$ cat config.mk
export PLATFORM = sky130hd
export DESIGN_NAME = branch_resolve_ctrl
export DESIGN_NICKNAME = d
export VERILOG_FILES = /design/src/rtl/branch_pkg.sv /design/src/rtl/branch_taken_eval.sv /design/src/rtl/branch_resolve_ctrl.sv
export SDC_FILE = /design/constraint.sdc
export NUM_CORES = 1
export LEC_CHECK = 0
export CAP_MARGIN = 20
export CORE_AREA = 2 2 64 66
export CTS_BUF_LIST = sky130_fd_sc_hd__clkbuf_4
export CTS_CLUSTER_DIAMETER = 120
export DETAILED_ROUTE_END_ITERATION = 12
export DIE_AREA = 0 0 66 68
export GPL_ROUTABILITY_DRIVEN = 0
export PLACE_DENSITY = 0.95
export SYNTH_ARGS = -nofsm -noshare
export SYNTH_HDL_FRONTEND = slang
export SYNTH_SLANG_ARGS = --single-unit
$ cat constraint.sdc
create_clock -name Clock -period 2.68 [get_ports Clock]
set_input_delay 0.67 -clock Clock [delete_from_list [all_inputs] [get_ports Clock]]
set_output_delay 0.67 -clock Clock [all_outputs]
set_load 0.02 [all_outputs]
$ cat src/rtl/branch_pkg.sv
// -----------------------------------------------------------------------------
// branch_pkg
// Shared constants and types for the ID-stage branch resolution controller.
//   OP_BEQ / OP_BNE : opcodes of the two conditional branches understood here
//   state_e         : controller FSM state encoding
// -----------------------------------------------------------------------------
package branch_pkg;

    localparam logic [5:0] OP_BEQ = 6'b000100;
    localparam logic [5:0] OP_BNE = 6'b000101;

    typedef enum logic [1:0] {
        IDLE     = 2'd0,
        STALL    = 2'd1,
        REDIRECT = 2'd2
    } state_e;

endpackage

$ cat src/rtl/branch_taken_eval.sv
// -----------------------------------------------------------------------------
// branch_taken_eval
// Combinational opcode decode and branch-condition evaluation.
//   Opcode   in  6  ID-stage opcode
//   Zero     in  1  operands equal
//   IsBranch out 1  opcode is BEQ or BNE
//   Taken    out 1  branch condition holds (always 0 for non-branches)
// -----------------------------------------------------------------------------
module branch_taken_eval
    import branch_pkg::*;
(
    input  logic [5:0] Opcode,
    input  logic       Zero,
    output logic       IsBranch,
    output logic       Taken
);

    always_comb begin
        IsBranch = 1'b0;
        Taken    = 1'b0;
        case (Opcode)
            OP_BEQ: begin
                IsBranch = 1'b1;
                Taken    = Zero;
            end
            OP_BNE: begin
                IsBranch = 1'b1;
                Taken    = !Zero;
            end
            default: begin
                IsBranch = 1'b0;
                Taken    = 1'b0;
            end
        endcase
    end

endmodule

$ cat src/rtl/branch_resolve_ctrl.sv
// -----------------------------------------------------------------------------
// branch_resolve_ctrl
// Resolves BEQ/BNE in the ID stage. Stalls IF/ID while a source operand is not
// yet forwardable, then issues a one-cycle registered redirect + flush for a
// taken branch. A sticky error flags stalls that outlast STALL_MAX cycles.
//
// Ports:
//   Clock          in   1       rising-edge clock
//   Reset_n        in   1       asynchronous active-low reset
//   IdValid        in   1       valid instruction in ID
//   Opcode         in   6       ID opcode
//   Zero           in   1       ID operands equal
//   OperandHazard  in   1       branch operand not yet forwardable
//   BranchTarget   in   ADDR_W  computed branch target
//   StallIfId      out  1       hold PC and IF/ID (combinational)
//   RedirectValid  out  1       load RedirectPc into PC (registered)
//   RedirectPc     out  ADDR_W  redirect address (registered, held when idle)
//   FlushIfId      out  1       squash IF/ID (registered, equals RedirectValid)
//   HazardErr      out  1       sticky: stall exceeded STALL_MAX
//   BranchCount    out  16      [BRANCH_STATS_EN] resolved branches, saturating
//   TakenCount     out  16      [BRANCH_STATS_EN] taken branches, saturating
//
// Optional feature macro: BRANCH_STATS_EN adds the two statistics counters.
// STALL_MAX must be at least 1.
// -----------------------------------------------------------------------------
module branch_resolve_ctrl
    import branch_pkg::*;
#(
    parameter int unsigned ADDR_W    = 32,
    parameter int unsigned STALL_MAX = 3
) (
    input  logic              Clock,
    input  logic              Reset_n,
    input  logic              IdValid,
    input  logic [5:0]        Opcode,
    input  logic              Zero,
    input  logic              OperandHazard,
    input  logic [ADDR_W-1:0] BranchTarget,
    output logic              StallIfId,
    output logic              RedirectValid,
    output logic [ADDR_W-1:0] RedirectPc,
    output logic              FlushIfId,
    output logic              HazardErr
`ifdef BRANCH_STATS_EN
    ,
    output logic [15:0]       BranchCount,
    output logic [15:0]       TakenCount
`endif
);

    localparam int unsigned       CNT_W   = $clog2(STALL_MAX + 1);
    localparam logic [CNT_W-1:0]  CNT_MAX = CNT_W'(STALL_MAX);
    localparam logic [CNT_W-1:0]  CNT_ONE = CNT_W'(1);

    state_e              state_q, state_d;
    logic                is_branch;
    logic                taken;
    logic                branch_req;
    logic [CNT_W-1:0]    stall_cnt_q, stall_cnt_d;
    logic                hazard_err_q, hazard_err_d;
    logic                redirect_valid_q;
    logic [ADDR_W-1:0]   redirect_pc_q;

    branch_taken_eval u_taken_eval (
        .Opcode   (Opcode),
        .Zero     (Zero),
        .IsBranch (is_branch),
        .Taken    (taken)
    );

    assign branch_req = IdValid & is_branch;

    // In STALL the opcode is still valid because IF/ID is held, so the
    // decision ignores IdValid there.
    always_comb begin
        state_d = state_q;
        case (state_q)
            IDLE: begin
                if (branch_req) begin
                    if (OperandHazard) begin
                        state_d = STALL;
                    end else if (taken) begin
                        state_d = REDIRECT;
                    end
                end
            end
            STALL: begin
                if (!OperandHazard) begin
                    state_d = taken ? REDIRECT : IDLE;
                end
            end
            REDIRECT: begin
                // ID holds a wrong-path instruction; it is ignored.
                state_d = IDLE;
            end
            default: begin
                state_d = IDLE;
            end
        endcase
    end

    assign StallIfId = ((state_q == IDLE) & branch_req & OperandHazard) |
                       ((state_q == STALL) & OperandHazard);

    // stall_cnt holds the number of STALL cycles including the current one,
    // so the error fires when the STALL_MAX-th stall cycle still sees a hazard.
    always_comb begin
        stall_cnt_d = '0;
        if (state_d == STALL) begin
            if (state_q != STALL) begin
                stall_cnt_d = CNT_ONE;
            end else if (stall_cnt_q < CNT_MAX) begin
                stall_cnt_d = stall_cnt_q + CNT_ONE;
            end else begin
                stall_cnt_d = stall_cnt_q;
            end
        end
    end

    assign hazard_err_d = hazard_err_q |
                          ((state_q == STALL) & OperandHazard & (stall_cnt_q == CNT_MAX));

    always_ff @(posedge Clock or negedge Reset_n) begin
        if (!Reset_n) begin
            state_q          <= IDLE;
            stall_cnt_q      <= '0;
            hazard_err_q     <= 1'b0;
            redirect_valid_q <= 1'b0;
            redirect_pc_q    <= '0;
        end else begin
            state_q          <= state_d;
            stall_cnt_q      <= stall_cnt_d;
            hazard_err_q     <= hazard_err_d;
            redirect_valid_q <= (state_d == REDIRECT);
            if (state_d == REDIRECT) begin
                redirect_pc_q <= BranchTarget;
            end
        end
    end

    assign RedirectValid = redirect_valid_q;
    assign FlushIfId     = redirect_valid_q;
    assign RedirectPc    = redirect_pc_q;
    assign HazardErr     = hazard_err_q;

`ifdef BRANCH_STATS_EN
    logic        resolve;
    logic        take;
    logic [15:0] branch_cnt_q;
    logic [15:0] taken_cnt_q;

    // A decision is made when the branch leaves IDLE/STALL without a hazard.
    assign resolve = ((state_q == IDLE) & branch_req & !OperandHazard) |
                     ((state_q == STALL) & !OperandHazard);
    assign take    = (state_d == REDIRECT) & (state_q != REDIRECT);

    always_ff @(posedge Clock or negedge Reset_n) begin
        if (!Reset_n) begin
            branch_cnt_q <= '0;
            taken_cnt_q  <= '0;
        end else begin
            if (resolve && (branch_cnt_q != 16'hFFFF)) begin
                branch_cnt_q <= branch_cnt_q + 16'd1;
            end
            if (take && (taken_cnt_q != 16'hFFFF)) begin
                taken_cnt_q <= taken_cnt_q + 16'd1;
            end
        end
    end

    assign BranchCount = branch_cnt_q;
    assign TakenCount  = taken_cnt_q;
`endif

endmodule

# After elaboration in Yosys (flattened, before gate mapping)

Cells that the tools add are included.
Widths: inputs -> output; s select.

Flip-flop bits (word level): 38
Bits of input ports: 43

Bitwise operators: 7
Muxes and demuxes: 11
$add $sub $neg: 1
Reductions and logical operators: 3
$lt $le $gt $ge: 1
Equal/unequal tests: 8

Operator list:

| cell                | number |
|---|---|
| $mux 2              | 8 |
| $eq 6x3->1 const B  | 2 |
| $and 1x1->1         | 5 |
| $eq 2x1->1 const B  | 2 |
| $eq 2x2->1 const B  | 2 |
| $pmux 2 s2          | 1 |
| $ne 3x1->1 const B  | 1 |
| $add 2x1->2 const B | 1 |
| $logic_not 2->1     | 1 |
| $lt 2x2->1 const B  | 1 |
| $ne 2x1->1 const B  | 1 |
| $or 1x1->1          | 2 |
| $pmux 1 s2          | 1 |
| $reduce_or 2->1     | 1 |
| $logic_not 1->1     | 1 |
| $mux 1              | 1 |

# Logic depth before layout (Yosys ltp)

Gate-level depths: netlist (run 1).

Depth after elaboration: 8
Depth in mapped cells: 4

# Modules after synthesis

A second synthesis (run 1) with hierarchy kept.

Cell total of the unflattened synthesis: 94
Area, all modules: 1,642.8 um2

Modules (own cells, without submodules):

| module              | sequential area each (um2) | instances | cells an instance | area each (um2) |
|---|---|---|---|---|
| branch_resolve_ctrl | 950.9                      | 1         | 89                | 1,602.8 |
| branch_taken_eval   | 0.0                        | 1         | 5                 | 40.0 |

# Worst setup path after synthesis (run 1)

Ideal clock, no wire load.

Path kind: input to output
Start point: input port Opcode[1]
End point: output port StallIfId
Slack: 0.540 ns
Data required time: 2.010 ns
Arrival: 1.470 ns
Buffers on the path: 0
Stages on the path: 3
Cells stage by stage: nor4b_4 > a31oi_1 > nor2b_1

Word-level cells in the longest chain between the ends: 7

RTL lines:

| what                        | line                       | RTL |
|---|---|---|
| start: declaration          | branch_resolve_ctrl.sv:35  | `input logic [5:0] Opcode,` |
| $eq 6x3->1                  | branch_taken_eval.sv:21    | `case (Opcode)` |
| $reduce_or 2->1 (no line) * | --                         |  |
| $mux 1 *                    | branch_taken_eval.sv:21    |  |
| $and 1x1->1 *               | branch_resolve_ctrl.sv:71  | `assign branch_req = IdValid & is_branch;` |
| $and 1x1->1 * (2 in series) | branch_resolve_ctrl.sv:102 | `assign StallIfId = ((state_q == IDLE) & branch_req & OperandHazard) \|` |
| $or 1x1->1 *                | branch_resolve_ctrl.sv:102 |  |
| end: declaration            | branch_resolve_ctrl.sv:39  | `output logic StallIfId,` |

Mark *: on every way between the ends. The rest lies on a longest branch, timed or not.

# Final worst setup path (run 1)

Start point: input port Opcode[5]
End point: output port StallIfId

The elaborated chain is that of the path after synthesis.

==> results.ini, run 1 <==
[worst_setup_path]
crit_path_start_kind=input port
cp_max_fo=2
crit_family=buffers and inverters
cpPeakStageDelay_ps=440
criticalPathCategory=input port to output port
critPathSlowestCell=clkdlybuf4s50_1
path_cells=clkdlybuf4s50_1, nor4b_4, a31oi_1, nor2b_1, buf_2
crit_start=Opcode[5]
end_kind=output port
critical_path_buf_inv_count=2
timing.rr.start=state_q[1]
cp_data_required_time_ps=2010
arrival_ps=1870

[drt]
viasPerCell=4.74
first_pass_iters=3
wl_mm=3.73
vias=1109
wire_per_inst_um=15.9
drtIter0Drc=21
ant_nets=0
drcViolationCount=0

[logic_synthesis]
ys_types=20
ys_seq_elements=38
ys_warn_count=0
syn_avg_cell_area_um2=17.4
synth_nets=140
yosysSeqAreaShare_pct=56.9
synth_area_um2=1670
netlist_instances=96

[placement]
post-place-ws_ps=-303
io_buffer_count=78
dp_hpwl_mm=2.87

[timing]
setup_ws_ps=144
fin_crit_sh_pct=94.6
fin_setup_tns_ps=0
fmax_ghz=0.394
worst_slew_pin_slew_ps=812
slew_headroom_pct=45.9
hold_viol=0
final.min_clock_period_ps=2540
rsz0062_at_grt=false
maxSlewViolCount=0
fin_worst_skew_ps=10.4
finalSetupViolCount=0

[floorplanning]
die_x_um=66
dieArea_um2=4490
core_area_um2=3860
io_pins=79
row_count=23
initial_core_util_pct=43.3
die_h_um=68

[clock_network]
cts_hold_buf=0
cts_root_buf=clkbuf_4
cts_tree=yes
clk_pin_slew_ps=100
clkLatencyLatePin_ps=330
cts.sinks=38
numCtsBuffers=5
h-tree-depth=2
cts_buffer_depth=2

[global_routing]
grt-ovfl-total=0
grt_antenna_before_repair=0
grt_pass1_wl_mm=5.68
grt_pass1_vias=1188
gr-usage-all-layers_pct=17.5
grt_max_degree=39

[pwr]
power.density_nw_per_um2=470
p_leak_nw=1.15
finalPower_mw=1.20
peakVddDrop_v=0.000368

[final_layout]
drive_gt1_share_pct=27.2
nFillCells=279
nets=229
syn_to_final_growth_pct=53.4
antennaDiodeCount=0

[worst_hold_path]
hold_class=input port to asynchronous set/reset pin

[flow_run]
drv_cap=0

[run_status]
status=finished, final reports clean

registers in the layout, indices dropped and copies added, names as in the netlist:
name         count
RedirectPc      32
stall_cnt_q      2
state_q          2
FlushIfId        1
HazardErr        1
metrics by stage:
| stage | util (%) | cells | cell area [um^2] | hold WS [ps] |
|---|---|---|---|---|
| after floorplan | - | 96 | 1670 | 374 |
| after global placement | 65.3 | 227 | 2520 | 464 |
| after detailed placement | 65.3 | 227 | 2520 | 456 |
| after CTS | 66.4 | 233 | 2560 | 438 |
| after global routing | 66.5 | 234 | 2560 | 479 |
| final | 66.5 | 234 | 2560 | 423 |
cell type report:
type | count | area [um^2] | share of cell area [%]
Sequential cell | 38 | 951 | 37.1
Timing Repair Buffer | 86 | 856 | 33.4
Multi-Input combinational cell | 54 | 652 | 25.4
Tap cell | 50 | 62.6 | 2.44
Clock buffer | 5 | 37.5 | 1.46
Clock inverter | 1 | 3.75 | 0.146
kinds of logic after synthesis:
logic type                 count (synthesis)  share of synthesized area (%)
xor gates and xnor gates                   2                           1.05
DFF                                       38                           56.9
buffers and inverters                      4                           4.05
adders and majority gates                  1                          0.749
AOI/OAI and AO/OA                          4                           2.55
muxes                                     33                           28.9
and+or+nand+nor                           14                           5.77
synth_stat cells, drive strengths merged:
cell     n  area share (%)
buf      4             4.0
a31o     1            0.52
nor3     1            0.30
nor2b    3             1.1
nor2     3            0.67
nand4b   1            0.52
ha       1            0.75
dfrtp   38              57
nor4b    3             2.5
nand2    3            0.67
a31oi    1            0.37
mux2i    1            0.60
a21boi   1            0.45
xor2     1            0.52
xnor2    1            0.52
o2111a   1             1.2
mux2    32              28
where the power goes:
group	total, mW	switching [mW]	internal (mW)
combinational	0.309	0.118	0.191
sequential	0.644	0.0261	0.618
clock	0.252	0.163	0.0897
total	1.20	0.307	0.898
layout by cell type (no fill, tap or decap), types with 3 or more instances in the layout:
cell	count
clkdlybuf4s50_1	76
mux2_4	30
nor2_1	3
clkbuf_4	5
nand2_1	3
nor2b_1	3
dfrtp_1	38
buf_4	6
worst reg2reg max path: stages, from the launching register on:
cell,delay (ps)
dfrtp_1,410
nor2b_1,120
buf_4,160
o2111a_4,240
buf_12,190
mux2_2,360
routing by layer:
layer,wire [um],global-route usage (%)
met5,0,0
met4,44,6.12
met1,1390,19.3
met3,205,5.10
met2,2090,32.2
worst paths after layout:
kind / cells past startpoint / to / slack (ps)
max in group asynchronous: 1 / RedirectPc[26] / 1740
max reg2reg: 5 / RedirectPc[26] / 1090
min reg2reg: 1 / HazardErr / 500
max: 5 / StallIfId / 140
min in group Clock: 1 / HazardErr / 500
min: 1 / RedirectPc[29] / 420
timing repair:
item	CTS	global route
setup buffers	0	1
endpoints found under the setup margin	1	1
cloned	0	0
pin swaps	0	1
gates resized for setup	3	1
No activity file was read; power rests on OpenSTA's default activity.
==> run 2, diff against run 1 <==
- CORE_AREA: 2 2 64 66 -> 8 8 70 72
- DIE_AREA: 0 0 66 68 -> 0 0 78 80
==> run 2 against run 1 <==
  * Cell count grew 0.43%
  * Sequential share of layout area down 0.072 points
  * Flip-flop and latch count did not move
  * Register-to-register slack got worse by 130 ps
  * Combinational power rose by 1%
  * Critical path type unchanged
  * Largest power group unchanged
==> results.ini, run 2 (synthesis results as in run 1) <==
[run_status]
status=finished, final reports clean

[global_routing]
grt_pass1_vias=1283
grt-ovfl-total=0
grt_pass1_wl_mm=6.89
gr-usage-all-layers_pct=14.4
grt_antenna_before_repair=0
grt_max_degree=39

[floorplanning]
die_h_um=80
io_pins=79
dieArea_um2=6240
initial_core_util_pct=43.3
die_x_um=78
row_count=23
core_area_um2=3860

[final_layout]
nFillCells=288
drive_gt1_share_pct=27.6
nets=228
antennaDiodeCount=0
largest_reg_flops=32
mostFrequentLayoutCell=clkdlybuf4s50_1
final_cell_mix=clkdlybuf4s50_1, dfrtp_1, mux2_4
multi_input_area_um2=652
seqCellArea_um2=951
fin_util_pct=66.6
syn_to_final_growth_pct=53.7

[timing]
worst_slew_pin_slew_ps=821
fin_worst_skew_ps=18.2
fin_setup_tns_ps=0
slew_headroom_pct=45.3
setup_ws_ps=161
maxSlewViolCount=0
fmax_ghz=0.397
finalSetupViolCount=0
hold_slack_ps=396
fin_crit_sh_pct=94.0
final.min_clock_period_ps=2520
rsz0062_at_grt=false
hold_viol=0

[drt]
first_pass_iters=4
wl_mm=4.36
ant_nets=0
viasPerCell=4.73
vias=1111
wire_per_inst_um=18.5
drtIter0Drc=60
drcViolationCount=0

[clock_network]
clk_pin_slew_ps=120
clkLatencyLatePin_ps=350
cts_tree=yes
numCtsBuffers=5
cts.sinks=38
cts_root_buf=clkbuf_4
h-tree-depth=2
cts_buffer_depth=2

[worst_setup_path]
arrival_ps=1850
worst_r2r_endpoint=RedirectPc[8]
crit_family=buffers and inverters
critPathSlowestCell=clkdlybuf4s50_1
cpPeakStageDelay_ps=440
cp_data_required_time_ps=2010
path_cells=clkdlybuf4s50_1, nor4b_4, a31oi_1, nor2b_1, clkbuf_2
reg2reg_slack_ps=960
criticalPathCategory=input port to output port
timing.rr.start=state_q[1]
r2r_cells=5
cp_max_fo=2
end_kind=output port
crit_path_start_kind=input port
critical_path_buf_inv_count=2

[pwr]
peakVddDrop_v=0.000309
finalPower_mw=1.25
p_leak_nw=1.15
power.density_nw_per_um2=485

[placement]
io_buffer_count=78
post-place-ws_ps=-260
dp_hpwl_mm=3.43

[worst_hold_path]
hold_class=input port to asynchronous set/reset pin

[flow_run]
drv_cap=0

[run 2: worst max-delay path by stage]
stage          startpoint   endpoint  slack, ps  depth (start not counted)
2_1_floorplan   Opcode[1]  StallIfId        540                          3
3_3_place_gp    Opcode[1]  StallIfId       -270                          5
3_5_place_dp    Opcode[1]  StallIfId       -260                          5
4_1_cts         Opcode[1]  StallIfId          2                          5
5_1_grt         Opcode[1]  StallIfId         60                          5
6_report        Opcode[1]  StallIfId        160                          5
[run 2: repair_timing]
action,4_1_cts,5_1_grt
setup buffers,0,0
resized for setup,1,2
hold buffers,0,0
pin swaps,0,0
setup endpoints to repair,1,1
[run 2: power breakdown]
part / switching (mW) / total, mW / internal [mW]
registers: 0.0267 / 0.644 / 0.618
logic: 0.123 / 0.313 / 0.190
clock network: 0.179 / 0.288 / 0.109
total: 0.329 / 1.25 / 0.916
[run 2: layer usage]
| metal | track usage, % | wire length (um) | vias up |
|---|---|---|---|
| met5 | 0 | 0 | - |
| met4 | 7.04 | 87 | 0 |
| met3 | 6.19 | 380 | 8 |
| met2 | 24.9 | 2280 | 50 |
| met1 | 14.8 | 1610 | 537 |
| li1 | - | - | 516 |
[run 2: cell type report]
class                      count  area share [%]
timing repair buffer          85            33.0
multi-input combinational     54            25.4
sequential                    38            37.0
tap                           50            2.44
clock inverter                 2           0.341
clock buffer                   6            1.75
[run 2: per-stage QoR]
stage               instances  area, um^2
floorplan                  96        1670
finish                    235        2570
CTS                       235        2570
global route              235        2570
global placement          227        2520
detailed placement        227        2520
